[src/rtl/serial_pattern_tx_if.sv]
// Load-side handshake bundle for serial_pattern_tx: a pattern word and repetition
// count offered with valid/ready.
interface serial_pattern_tx_if #(
  parameter int WIDTH = 5,
  parameter int CNT_W = 4
);
  logic             load_valid;
  logic             load_ready;
  logic [WIDTH-1:0] load_data;
  logic [CNT_W-1:0] load_count;

  modport master (
    output load_valid,
    output load_data,
    output load_count,
    input  load_ready
  );

  modport slave (
    input  load_valid,
    input  load_data,
    input  load_count,
    output load_ready
  );
endinterface

[src/rtl/serial_pattern_tx.sv]
// Serial pattern transmitter: shifts a captured word out MSB-first, repeated
// load_count times, with GAP idle cycles between repetitions.
module serial_pattern_tx #(
  parameter int WIDTH = 5,
  parameter int GAP   = 0,
  parameter int CNT_W = 4
) (
  input  logic                 clk,
  input  logic                 rst,
  serial_pattern_tx_if.slave   ld,
  output logic                 dout,
  output logic                 dout_valid,
  output logic                 busy,
  output logic                 done
);
  localparam int BW = $clog2(WIDTH);

  typedef enum logic [1:0] {S_IDLE, S_SHIFT, S_GAP, S_DONE} state_t;

  state_t             state_reg, state_next;
  logic [WIDTH-1:0]   shift_reg, shift_next;
  logic [WIDTH-1:0]   word_reg, word_next;
  logic [BW-1:0]      bit_cnt_reg, bit_cnt_next;
  logic [CNT_W-1:0]   rep_reg, rep_next;
  logic               gap_last;
  logic               accept;

  generate
    if (GAP > 0) begin : g_gap
      localparam int GW = $clog2(GAP + 1);
      logic [GW-1:0] gap_cnt_reg;

      always_ff @(posedge clk or negedge rst) begin
        if (!rst) begin
          gap_cnt_reg <= '0;
        end else if (state_reg == S_GAP) begin
          gap_cnt_reg <= gap_cnt_reg + GW'(1);
        end else begin
          gap_cnt_reg <= '0;
        end
      end

      assign gap_last = (gap_cnt_reg == GW'(GAP - 1));
    end else begin : g_no_gap
      assign gap_last = 1'b1;
    end
  endgenerate

  always_ff @(posedge clk or negedge rst) begin
    if (!rst) begin
      state_reg   <= S_IDLE;
      shift_reg   <= '0;
      word_reg    <= '0;
      bit_cnt_reg <= '0;
      rep_reg     <= '0;
    end else begin
      state_reg   <= state_next;
      shift_reg   <= shift_next;
      word_reg    <= word_next;
      bit_cnt_reg <= bit_cnt_next;
      rep_reg     <= rep_next;
    end
  end

  assign accept = ld.load_valid && ld.load_ready;

  always_comb begin
    state_next   = state_reg;
    shift_next   = shift_reg;
    word_next    = word_reg;
    bit_cnt_next = bit_cnt_reg;
    rep_next     = rep_reg;
    case (state_reg)
      S_IDLE, S_DONE: begin
        // DONE also accepts, so a new transfer can start one cycle after the last bit
        if (accept) begin
          word_next    = ld.load_data;
          shift_next   = ld.load_data;
          bit_cnt_next = '0;
          rep_next     = ld.load_count;
          state_next   = (ld.load_count != '0) ? S_SHIFT : S_DONE;
        end else begin
          state_next = S_IDLE;
        end
      end
      S_SHIFT: begin
        shift_next   = {shift_reg[WIDTH-2:0], 1'b0};
        bit_cnt_next = bit_cnt_reg + BW'(1);
        if (bit_cnt_reg == BW'(WIDTH - 1)) begin
          bit_cnt_next = '0;
          rep_next     = rep_reg - CNT_W'(1);
          if (rep_reg == CNT_W'(1)) begin
            state_next = S_DONE;
          end else if (GAP == 0) begin
            shift_next = word_reg;
          end else begin
            state_next = S_GAP;
          end
        end
      end
      S_GAP: begin
        if (gap_last) begin
          state_next = S_SHIFT;
          shift_next = word_reg;
        end
      end
      default: state_next = S_IDLE;
    endcase
  end

  assign ld.load_ready = (state_reg == S_IDLE) || (state_reg == S_DONE);
  assign dout_valid    = (state_reg == S_SHIFT);
  assign dout          = (state_reg == S_SHIFT) && shift_reg[WIDTH-1];
  assign busy          = (state_reg == S_SHIFT) || (state_reg == S_GAP);
  assign done          = (state_reg == S_DONE);
endmodule

[src/flat_wrapper.sv]
// flat-port wrapper written by rule: the top's interface ports become plain ports
module serial_pattern_tx_flat 
#(
  parameter int WIDTH = 5,
  parameter int GAP   = 0,
  parameter int CNT_W = 4
)
  (clk, rst, dout, dout_valid, busy, done, ld_load_valid, ld_load_data, ld_load_count, ld_load_ready);
  serial_pattern_tx_if #(.WIDTH(WIDTH), .CNT_W(CNT_W)) ld_i ();
  input  logic clk;
  input  logic rst;
  output logic dout;
  output logic dout_valid;
  output logic busy;
  output logic done;
  input wire logic [$bits(ld_i.load_valid)-1:0] ld_load_valid;
  input wire logic [$bits(ld_i.load_data)-1:0] ld_load_data;
  input wire logic [$bits(ld_i.load_count)-1:0] ld_load_count;
  output wire logic [$bits(ld_i.load_ready)-1:0] ld_load_ready;
  assign ld_i.load_valid = ld_load_valid;
  assign ld_i.load_data = ld_load_data;
  assign ld_i.load_count = ld_load_count;
  assign ld_load_ready = ld_i.load_ready;
  serial_pattern_tx #(.WIDTH(WIDTH), .GAP(GAP), .CNT_W(CNT_W)) u_core (.clk(clk), .rst(rst), .ld(ld_i), .dout(dout), .dout_valid(dout_valid), .busy(busy), .done(done));
endmodule
[config.mk]
export PLATFORM = sky130hd
export DESIGN_NAME = serial_pattern_tx_flat
export DESIGN_NICKNAME = d
export VERILOG_FILES = /design/src/rtl/serial_pattern_tx_if.sv /design/src/rtl/serial_pattern_tx.sv /design/src/flat_wrapper.sv
export SDC_FILE = /design/constraint.sdc
export NUM_CORES = 1
export LEC_CHECK = 0
export ABC_AREA = 1
export CAP_MARGIN = 20
export CORE_MARGIN = 2
export CORE_UTILIZATION = 50
export DETAILED_ROUTE_END_ITERATION = 6
export PLACE_DENSITY = 0.75
export SKIP_CTS_REPAIR_TIMING = 1
export SLEW_MARGIN = 40
export SYNTH_ARGS = -nofsm -noshare
export SYNTH_HDL_FRONTEND = slang
export SYNTH_SLANG_ARGS = --single-unit
[constraint.sdc]
create_clock -name clk -period 2.7 [get_ports clk]
set_input_delay 0.405 -clock clk [delete_from_list [all_inputs] [get_ports clk]]
set_output_delay 0.405 -clock clk [all_outputs]
set_load 0.005 [all_outputs]
==> qor.csv, run 1 <==
stage;metric;value;unit
synth;synth_cells;141;
synth;synth_cell_types;19;
grt;grt_overflow_total;0;
timing;final_hold_viol_count;0;
timing;rsz_0062_raised_after_global_routing;no;
grt;wire_length_of_the_first_global_routing_pass;3.75;mm
place;gp_congestion;0.831;
worst_setup_path;cp.required;2300;ps
route;num_vias;932;
route;first_iter_violations;13;
worst_setup_path;cp-end-kind;output port;
synth;ys_dominant_reg_cell;sky130_fd_sc_hd__dfrtp_1;
grt;vias_in_the_first_global_route;949;
clock_tree;cts_buffers;3;
power_and_ir_drop;switchingPower;0.000736;W
timing;actual_slew_at_the_worst_max_slew_pin;438;ps
synth;synth_edf_count;0;
worst_setup_path;crit_path_launch_type;flop;
route;drc_errors;0;
final_layout;share_of_layout_cells_above_drive_strength_1;0.119;
synth;syn-mean-instance-area;7.90;um2
power_and_ir_drop;seq_power_share;0.313;
timing;max_freq;0.449;GHz
power_and_ir_drop;combPwrFrac;0.597;
final_layout;fin_cells;187;
timing;layout_min_cycle_time;2230;ps
route;via_density;4.98;
timing;worst_slew_margin_relative_to_its_limit;0.708;
synth;synthMostInstantiatedCell;sky130_fd_sc_hd__nand2_1;
place;placed_cells_incl_taps;183;
route;drt-wirelength-per-cell;11.9;um
floorplan;die_y;51.2;um
synth;yosys_register_bits;19;
route;drt-pass1-iter-count;4;
clock_tree;clock_latency;290;ps
synth;synthesis.yosys.warnings;0;
power_and_ir_drop;total_internal_power;0.000865;W
place;placement.setup.worst_slack;803;ps
hold_path;worst_hold_path_type;input pin to asynchronous set/reset pin;
floorplan;std_cell_core_area;0.00215;mm2
final_layout;syn2layout_area_growth;18.3;%
final_layout;fillCellCount;210;
power_and_ir_drop;p_sw_frac;0.460;
floorplan;floorplan.initialDensity;0.518;
floorplan;die_x;51.2;um
clock_tree;cts.clk_slew.worst_paths;110;ps
place;post-dp-hpwl;1.73;mm
final_layout;design.final.nets;179;
run;maximum_capacitance_violations;0;
synth;postSynth.asyncResetShare;1.00;
timing;final_sum_of_negative_setup_slack;0;ps
worst_setup_path;timing_worst_setup_path_type;flop to output port;
synth;most_frequent_cells_after_synthesis;sky130_fd_sc_hd__nand2_1 (43), sky130_fd_sc_hd__dfrtp_1 (19), sky130_fd_sc_hd__inv_1 (19);
timing;setup_ws;471;ps
synth;sequential_area_share_after_synthesis;0.427;
floorplan;dieArea;0.00262;mm2
clock_tree;tritoncts;yes;
power_and_ir_drop;power.density;1220;mW/mm2
floorplan;fp-row-count;17;
grt;grt_antenna_before_repair;0;
clock_tree;htree_num_levels;1;
route;postRouteAntennaNets;0;
timing;setup_viol;0;
floorplan;io_pins;17;
power_and_ir_drop;clock_power_share;0.090;
power_and_ir_drop;worst_ir_drop_on_vdd;0.000689;V
place;port-buffer-count;16;
timing;timing.clock.skew;4.48;ps
outcome;run_status;complete, no violations;
clock_tree;tritoncts_num_sinks;19;
power_and_ir_drop;report.power.total;0.00160;W
worst_setup_path;worst_ep_arrival_time;1820;ps
synth;synth_nets;160;
synth;yosys.area.top_type;sky130_fd_sc_hd__dfrtp_1;
synth;synth.cell_area;0.00111;mm2
clock_tree;clock_tree.root_cell;sky130_fd_sc_hd__clkbuf_4;
final_layout;diodes;0;
synth;area_share_of_the_largest_cell_type_after_synthesis;0.427;
synth;ys_top_cells_by_area;sky130_fd_sc_hd__dfrtp_1 (43%), sky130_fd_sc_hd__nand2_1 (14%), sky130_fd_sc_hd__ha_1 (7.9%), sky130_fd_sc_hd__inv_1 (6.4%), sky130_fd_sc_hd__o21ai_0 (4.9%);
grt;grt_max_degree;20;
timing;hold_slack_final;32.4;ps
timing;final_slew_viol_count;0;
timing;final.period_utilization;0.825;
worst_setup_path;critical_path.max_fanout;7;
power_and_ir_drop;total_leakage_power;0.685;nW
clock_tree;cts-root-to-sink-buffers;2;
route;wl;2.22;mm
grt;globalRouteTotalUtil;0.195;
[cell families (layout without fill, tap and decap cells)]
kind of cell / after synthesis / count (layout) / share of synthesized area
and+or+nand+nor: 63 / 63 / 0.235
buffers and inverters: 26 / 44 / 0.100
AOI/OAI and AO/OA: 24 / 24 / 0.144
DFF: 19 / 19 / 0.427
adders and majority gates: 7 / 7 / 0.0786
xor gates and xnor gates: 2 / 2 / 0.0157
[critical path: stages (launching register included)]
cell and delay, ps:
sky130_fd_sc_hd__dfrtp_1 420, sky130_fd_sc_hd__inv_1 70, sky130_fd_sc_hd__ha_1 370, sky130_fd_sc_hd__inv_2 160, sky130_fd_sc_hd__clkdlybuf4s50_1 520
[area by class of cell]
type | instances | area (um2) | share of cell area
clock buffers | 4 | 26.3 | 0.0199
well taps | 28 | 35.0 | 0.0266
repair buffers | 17 | 163 | 0.123
flip-flops and latches | 19 | 475 | 0.361
multi-input cells | 96 | 527 | 0.400
inverters | 23 | 91.3 | 0.0693
[metal layers]
layer / share of wire / GRT usage
met5: 0 / 0
met4: 0.0059 / 0.0991
met3: 0.025 / 0.0380
met2: 0.54 / 0.361
met1: 0.43 / 0.207
[layout by cell type, fill, tap and decap left out]
cell,Yosys,final
sky130_fd_sc_hd__nor2_4,1,1
sky130_fd_sc_hd__o21ai_2,4,4
sky130_fd_sc_hd__buf_4,2,1
sky130_fd_sc_hd__o21ai_0,11,11
sky130_fd_sc_hd__clkbuf_1,0,1
sky130_fd_sc_hd__o21ai_1,3,3
sky130_fd_sc_hd__dfrtp_1,19,19
sky130_fd_sc_hd__ha_1,7,7
sky130_fd_sc_hd__clkdlybuf4s50_1,0,15
sky130_fd_sc_hd__o211ai_2,3,3
sky130_fd_sc_hd__nand2_1,43,43
sky130_fd_sc_hd__a21o_1,1,1
sky130_fd_sc_hd__a21oi_1,2,2
sky130_fd_sc_hd__nor2_1,7,7
sky130_fd_sc_hd__nand3_1,10,10
sky130_fd_sc_hd__nand2_2,2,2
sky130_fd_sc_hd__clkinv_4,1,1
sky130_fd_sc_hd__xnor2_1,2,2
sky130_fd_sc_hd__clkbuf_4,0,3
sky130_fd_sc_hd__inv_1,19,19
sky130_fd_sc_hd__buf_2,1,1
sky130_fd_sc_hd__inv_2,3,3
[final timing paths]
check / start / end / slack, ps / depth (start not counted)
worst min-delay path: rst / u_core.rep_reg[2] / 30 / 1
min in group clk: u_core.word_reg[2] / u_core.word_reg[2] / 500 / 2
worst max-delay path: u_core.state_reg[0] / busy / 470 / 4
worst max register to register: u_core.state_reg[1] / u_core.rep_reg[0] / 840 / 9
worst min register to register: u_core.word_reg[2] / u_core.word_reg[2] / 500 / 2
max in group asynchronous: rst / u_core.word_reg[2] / 2360 / 1
[power by group through the flow]
| stage | Combinational, W | Clock [W] | Sequential [W] |
|---|---|---|---|
| 5_1_grt | 0.00109 | 0.000165 | 0.000512 |
| 2_1_floorplan | 0.000719 | 0 | 0.000485 |
| 6_report | 0.000957 | 0.000143 | 0.000501 |
| 4_1_cts | 0.000970 | 0.000153 | 0.000501 |
| 3_3_place_gp | 0.000933 | 0 | 0.000500 |
| 3_5_place_dp | 0.000965 | 0 | 0.000507 |
[metrics by stage]
step | area (um2) | utilization
6_report | 1320 | 0.613
5_1_grt | 1320 | 0.613
3_5_place_dp | 1290 | 0.601
2_1_floorplan | 1110 | -
4_1_cts | 1320 | 0.613
3_3_place_gp | 1300 | 0.603
(Power assumes the default switching activity.)
==> run 2: changes to the inputs <==
--- a/config.mk
+++ b/config.mk
@@ -8,9 +8,9 @@
 export ABC_AREA = 1
 export CAP_MARGIN = 20
 export CORE_MARGIN = 2
-export CORE_UTILIZATION = 50
+export CORE_UTILIZATION = 47
 export DETAILED_ROUTE_END_ITERATION = 6
-export PLACE_DENSITY = 0.75
+export PLACE_DENSITY = 0.74
 export SKIP_CTS_REPAIR_TIMING = 1
 export SLEW_MARGIN = 40
 export SYNTH_ARGS = -nofsm -noshare
==> constraint.sdc (replaced) <==
create_clock -name clk -period 2 [get_ports clk]
set_input_delay 0.3 -clock clk [delete_from_list [all_inputs] [get_ports clk]]
set_output_delay 0.3 -clock clk [all_outputs]
set_load 0.005 [all_outputs]
==> run 2 against run 1 <==
Against the previous run: via count fell by 0.64%; largest power group unchanged; sequential power rose by 34%; design area rose by 3.9%; combinational power rose by 47%; total power rose by 42%.
==> qor.csv, run 2 (synthesized netlist as in run 1, its figures left out) <==
stage;metric;value;unit;change
power_and_ir_drop;p_sw_frac;0.446;;was 0.460
clock_tree;cts-root-to-sink-buffers;2;;unchanged
clock_tree;tritoncts_num_sinks;19;;unchanged
worst_setup_path;timing_worst_setup_path_type;flop to output port;;unchanged
timing;final.period_utilization;0.992;;
worst_setup_path;rrSetupSlack;330;ps;was 840 ps
hold_path;worst_hold_path_type;input pin to asynchronous set/reset pin;;unchanged
power_and_ir_drop;report.power.total;0.00228;W;was 0.00160 W
worst_setup_path;critical_path.max_fanout;5;;was 7
route;first_iter_violations;15;;was 13
route;num_vias;926;;was 932
timing;layout_min_cycle_time;1980;ps;
floorplan;die_x;52.7;um;was 51.2 um
worst_setup_path;crit_path_launch_type;flop;;unchanged
worst_setup_path;path_delay_family;buffers and inverters;;unchanged
worst_setup_path;crit_path_end;busy;;unchanged
power_and_ir_drop;clock_power_share;0.086;;was 0.090
power_and_ir_drop;switchingPower;0.00101;W;was 0.000736 W
place;gp_congestion;0.826;;was 0.831
timing;rsz_0062_raised_after_global_routing;yes;;was no
route;drt-wirelength-per-cell;11.2;um;was 11.9 um
route;drt-pass1-iter-count;4;;unchanged
final_layout;final_cell_mix;sky130_fd_sc_hd__nand2_1 (43), sky130_fd_sc_hd__inv_1 (19), sky130_fd_sc_hd__dfrtp_1 (19);;unchanged
place;port-buffer-count;16;;unchanged
worst_setup_path;ff2ff_path_depth;8;;was 9
worst_setup_path;cp.required;1700;ps;was 2300 ps
floorplan;std_cell_core_area;0.00223;mm2;was 0.00215 mm2
final_layout;post-route-util;0.613;;about the same
worst_setup_path;cp_cell_sequence;inv_1 -> ha_2 -> inv_4 -> clkdlybuf4s50_1;;was inv_1 -> ha_1 -> inv_2 -> clkdlybuf4s50_1
timing;final_hold_viol_count;0;;unchanged
final_layout;fillCellCount;211;;was 210
place;placement.setup.worst_slack;218;ps;was 803 ps
clock_tree;tritoncts;yes;;unchanged
worst_setup_path;worst_r2r_startpoint;u_core.state_reg[0];;was u_core.state_reg[1]
final_layout;syn2layout_area_growth;22.9;%;was 18.3%
grt;vias_in_the_first_global_route;936;;was 949
timing;final_slew_viol_count;0;;unchanged
worst_setup_path;r2r-end;u_core.rep_reg[2];;was u_core.rep_reg[0]
worst_setup_path;crit_cells;4;;unchanged
run;maximum_capacitance_violations;0;;unchanged
timing;actual_slew_at_the_worst_max_slew_pin;270;ps;was 438 ps
final_layout;share_of_layout_cells_above_drive_strength_1;0.146;;was 0.119
grt;grt_antenna_before_repair;0;;unchanged
grt;globalRouteTotalUtil;0.183;;was 0.195
timing;timing.clock.skew;4.51;ps;was 4.48 ps
floorplan;fp-row-count;17;;unchanged
place;placed_cells_incl_taps;185;;was 183
floorplan;floorplan.initialDensity;0.499;;was 0.518
final_layout;fin_cells;192;;was 187
final_layout;layout.cells.most_common;sky130_fd_sc_hd__nand2_1;;unchanged
final_layout;design.final.nets;184;;was 179
route;drc_errors;0;;unchanged
grt;wire_length_of_the_first_global_routing_pass;3.71;mm;was 3.75 mm
floorplan;die_y;52.7;um;was 51.2 um
clock_tree;cts.clk_slew.worst_paths;110;ps;about the same
power_and_ir_drop;total_leakage_power;0.707;nW;was 0.685 nW
worst_setup_path;cpPeakStageDelay;500;ps;was 520 ps
worst_setup_path;cp-end-kind;output port;;unchanged
clock_tree;cts_buffers;3;;unchanged
worst_setup_path;crit_buf_inv;3;;unchanged
worst_setup_path;timing.critical_path.from;u_core.state_reg[0];;unchanged
power_and_ir_drop;combPwrFrac;0.618;;was 0.597
place;post-dp-hpwl;1.60;mm;was 1.73 mm
power_and_ir_drop;worst_ir_drop_on_vdd;0.000956;V;was 0.000689 V
clock_tree;clock_tree.root_cell;sky130_fd_sc_hd__clkbuf_4;;unchanged
timing;max_freq;0.504;GHz;
grt;grt_overflow_total;0;;unchanged
route;postRouteAntennaNets;0;;unchanged
floorplan;io_pins;17;;unchanged
timing;setup_viol;0;;unchanged
grt;grt_max_degree;20;;unchanged
clock_tree;htree_num_levels;1;;unchanged
worst_setup_path;slowest_stage;sky130_fd_sc_hd__clkdlybuf4s50_1;;unchanged
timing;worst_slew_margin_relative_to_its_limit;0.820;;was 0.708
power_and_ir_drop;power.density;1660;mW/mm2;was 1220 mW/mm2
route;wl;2.15;mm;was 2.22 mm
floorplan;dieArea;0.00277;mm2;was 0.00262 mm2
power_and_ir_drop;seq_power_share;0.296;;was 0.313
timing;setup_ws;16.5;ps;was 471 ps
route;via_density;4.82;;was 4.98
timing;hold_slack_final;331;ps;was 32.4 ps
outcome;run_status;complete, no violations;;unchanged
worst_setup_path;worst_ep_arrival_time;1680;ps;was 1820 ps
clock_tree;clock_latency;290;ps;about the same
final_layout;diodes;0;;unchanged
power_and_ir_drop;total_internal_power;0.00126;W;was 0.000865 W
run 2: cell types whose count changed in the layout (fill, tap and decap cells not counted), sizes merged:
cell | before | now
clkdlybuf4s50 | 15 | 16
buf | 2 | 6
run 2: power by group through the flow:
stage	Sequential, W	Clock [W]	Combinational, W
2_1_floorplan	0.000654	0	0.000971
3_3_place_gp	0.000676	0	0.00128
3_5_place_dp	0.000682	0	0.00131
4_1_cts	0.000674	0.000204	0.00131
5_1_grt	0.000692	0.000220	0.00160
6_report	0.000673	0.000195	0.00141
run 2: worst min path at each step:
stage / slack (ps) / end / from / depth (start not counted)
floorplan: 4 / u_core.bit_cnt_reg[0] / rst / 0
global placement: 480 / u_core.word_reg[1] / u_core.word_reg[1] / 2
detailed placement: 480 / u_core.word_reg[0] / u_core.word_reg[0] / 2
CTS: 330 / u_core.bit_cnt_reg[0] / rst / 2
global route: 340 / u_core.bit_cnt_reg[1] / rst / 2
finish: 330 / u_core.rep_reg[3] / rst / 2
run 2: through the flow:
stage | TNS [ps] | cell area [um2]
2_1_floorplan | 0 | 1110
3_3_place_gp | 0 | 1310
3_5_place_dp | 0 | 1310
4_1_cts | -146 | 1340
5_1_grt | -293 | 1370
6_report | 0 | 1370
run 2: cell type report:
cell class              count  area, um2  area share
clock buffers               4       26.3      0.0192
multi-input cells          96        529       0.387
well taps                  28       35.0      0.0256
inverters                  23       93.8      0.0686
flip-flops and latches     19        475       0.347
repair buffers             22        209       0.153
run 2: routing by layer:
metal,vias up,wire length (um),GRT usage
met3,2,72,0.0371
met5,-,0,0
met1,421,1090,0.230
met2,12,981,0.308
met4,0,11,0.0641
li1,491,-,-
==> run 3: changes to the inputs <==
--- a/config.mk
+++ b/config.mk
@@ -6,11 +6,12 @@
 export NUM_CORES = 1
 export LEC_CHECK = 0
 export ABC_AREA = 1
-export CAP_MARGIN = 20
+export CAP_MARGIN = 40
 export CORE_MARGIN = 2
 export CORE_UTILIZATION = 47
 export DETAILED_ROUTE_END_ITERATION = 6
 export PLACE_DENSITY = 0.74
+export RECOVER_POWER = 50
 export SKIP_CTS_REPAIR_TIMING = 1
 export SLEW_MARGIN = 40
 export SYNTH_ARGS = -nofsm -noshare
==> run 3 against run 2 <==
Against the previous run: sequential share of layout area increased by 0.095 points; total power about the same; critical path type unchanged; setup slack unchanged.
==> qor.csv, run 3 (synthesized netlist as in run 1, its figures left out) <==
stage;metric;value;unit;change
place;port-buffer-count;16;;unchanged
floorplan;dieArea;0.00277;mm2;unchanged
run;maximum_capacitance_violations;0;;unchanged
clock_tree;tritoncts_num_sinks;19;;unchanged
power_and_ir_drop;p_sw_frac;0.446;;about the same
worst_setup_path;crit_path_launch_type;flop;;unchanged
outcome;run_status;complete, no violations;;unchanged
power_and_ir_drop;seq_power_share;0.296;;about the same
grt;wire_length_of_the_first_global_routing_pass;3.71;mm;unchanged
place;placed_cells_incl_taps;185;;unchanged
hold_path;worst_hold_path_type;flop to flop;;was input pin to asynchronous set/reset pin
power_and_ir_drop;power.density;1670;mW/mm2;was 1660 mW/mm2
timing;final_hold_viol_count;0;;unchanged
timing;hold_slack_final;504;ps;was 331 ps
timing;rsz_0062_raised_after_global_routing;yes;;unchanged
grt;grt_max_degree;20;;unchanged
floorplan;die_y;52.7;um;unchanged
final_layout;share_of_layout_cells_above_drive_strength_1;0.140;;was 0.146
worst_setup_path;worst_ep_arrival_time;1680;ps;about the same
place;post-dp-hpwl;1.60;mm;unchanged
worst_setup_path;cp-end-kind;output port;;unchanged
hold_path;worstHoldPathCells;2;;
power_and_ir_drop;worst_ir_drop_on_vdd;0.000956;V;about the same
power_and_ir_drop;report.power.total;0.00227;W;was 0.00228 W
route;num_vias;926;;unchanged
grt;vias_in_the_first_global_route;936;;unchanged
final_layout;syn2layout_area_growth;22.6;%;was 22.9%
final_layout;layout.cells.most_common;sky130_fd_sc_hd__nand2_1;;unchanged
timing;actual_slew_at_the_worst_max_slew_pin;1080;ps;was 270 ps
clock_tree;cts-root-to-sink-buffers;2;;unchanged
route;via_density;4.82;;unchanged
final_layout;diodes;0;;unchanged
clock_tree;clock_tree.root_cell;sky130_fd_sc_hd__clkbuf_4;;unchanged
clock_tree;cts_buffers;3;;unchanged
final_layout;fillCellCount;211;;unchanged
timing;final_sum_of_negative_setup_slack;0;ps;unchanged
timing;final.period_utilization;0.992;;unchanged
floorplan;die_x;52.7;um;unchanged
grt;globalRouteTotalUtil;0.183;;unchanged
grt;grt_overflow_total;0;;unchanged
clock_tree;clock_latency;290;ps;about the same
power_and_ir_drop;combPwrFrac;0.618;;about the same
power_and_ir_drop;clock_power_share;0.086;;about the same
timing;timing.clock.skew;4.51;ps;unchanged
final_layout;final_cell_mix;sky130_fd_sc_hd__nand2_1 (43), sky130_fd_sc_hd__inv_1 (19), sky130_fd_sc_hd__dfrtp_1 (19);;unchanged
place;gp_congestion;0.826;;unchanged
route;wl;2.15;mm;about the same
timing;setup_viol;0;;unchanged
grt;grt_antenna_before_repair;0;;unchanged
route;drt-pass1-iter-count;4;;unchanged
worst_setup_path;cp.required;1700;ps;about the same
timing;final_slew_viol_count;0;;unchanged
route;first_iter_violations;15;;unchanged
worst_setup_path;ff2ff_path_depth;8;;unchanged
clock_tree;htree_num_levels;1;;unchanged
worst_setup_path;critical_path.max_fanout;5;;unchanged
clock_tree;cts.clk_slew.worst_paths;110;ps;about the same
timing;worst_slew_margin_relative_to_its_limit;0.282;;was 0.820
floorplan;fp-row-count;17;;unchanged
timing;layout_min_cycle_time;1980;ps;unchanged
floorplan;floorplan.initialDensity;0.499;;unchanged
power_and_ir_drop;total_leakage_power;0.704;nW;was 0.707 nW
route;drc_errors;0;;unchanged
timing;max_freq;0.504;GHz;unchanged
floorplan;io_pins;17;;unchanged
final_layout;design.final.nets;184;;unchanged
final_layout;post-route-util;0.611;;was 0.613
clock_tree;tritoncts;yes;;unchanged
route;drt-wirelength-per-cell;11.2;um;about the same
power_and_ir_drop;total_internal_power;0.00126;W;about the same
worst_setup_path;timing_worst_setup_path_type;flop to output port;;unchanged
final_layout;fin_cells;192;;unchanged
power_and_ir_drop;switchingPower;0.00101;W;about the same
route;postRouteAntennaNets;0;;unchanged
floorplan;std_cell_core_area;0.00223;mm2;unchanged
==> run 3: power groups by stage <==
stage / clock (W) / sequential [W] / combinational (W)
after floorplan: 0 / 0.000654 / 0.000971
after global placement: 0 / 0.000676 / 0.00128
after detailed placement: 0 / 0.000682 / 0.00131
after CTS: 0.000204 / 0.000674 / 0.00131
after global routing: 0.000220 / 0.000692 / 0.00160
final: 0.000195 / 0.000673 / 0.00141
==> run 3: path summary, 6_finish.rpt <==
kind,slack (ps),end,start
setup / recovery,20,busy,u_core.state_reg[0]
hold / removal,500,u_core.word_reg[1],u_core.word_reg[1]
setup reg to reg,330,u_core.rep_reg[2],u_core.state_reg[0]
hold reg to reg,500,u_core.word_reg[1],u_core.word_reg[1]
max in group asynchronous,650,u_core.shift_reg[3],rst
min in group asynchronous,710,u_core.rep_reg[3],rst
==> run 3: routing by layer <==
layer  wire (um)  part of all wire  GRT usage
met1        1090              0.51      0.230
met5           0                 0          0
met2         981              0.46      0.308
met4          11            0.0051     0.0641
met3          71             0.033     0.0371
==> run 3: critical path: stages, from the launching register on <==
cell                              delay, ps
sky130_fd_sc_hd__dfrtp_1                420
sky130_fd_sc_hd__inv_1                   70
sky130_fd_sc_hd__ha_2                   310
sky130_fd_sc_hd__inv_4                   90
sky130_fd_sc_hd__clkdlybuf4s50_1        500
==> run 3: area by class of cell <==
| cell class | count | area [um2] | area share |
|---|---|---|---|
| clock buffers | 4 | 26.3 | 0.0192 |
| inverters | 23 | 93.8 | 0.0687 |
| multi-input cells | 96 | 529 | 0.388 |
| flip-flops and latches | 19 | 475 | 0.348 |
| well taps | 28 | 35.0 | 0.0257 |
| repair buffers | 22 | 205 | 0.150 |
==> run 3: per-stage QoR <==
stage	area, um2	setup WS (ps)
global placement	1310	235
finish	1370	16.5
global route	1370	-97.2
floorplan	1110	576
detailed placement	1310	218
CTS	1340	-130
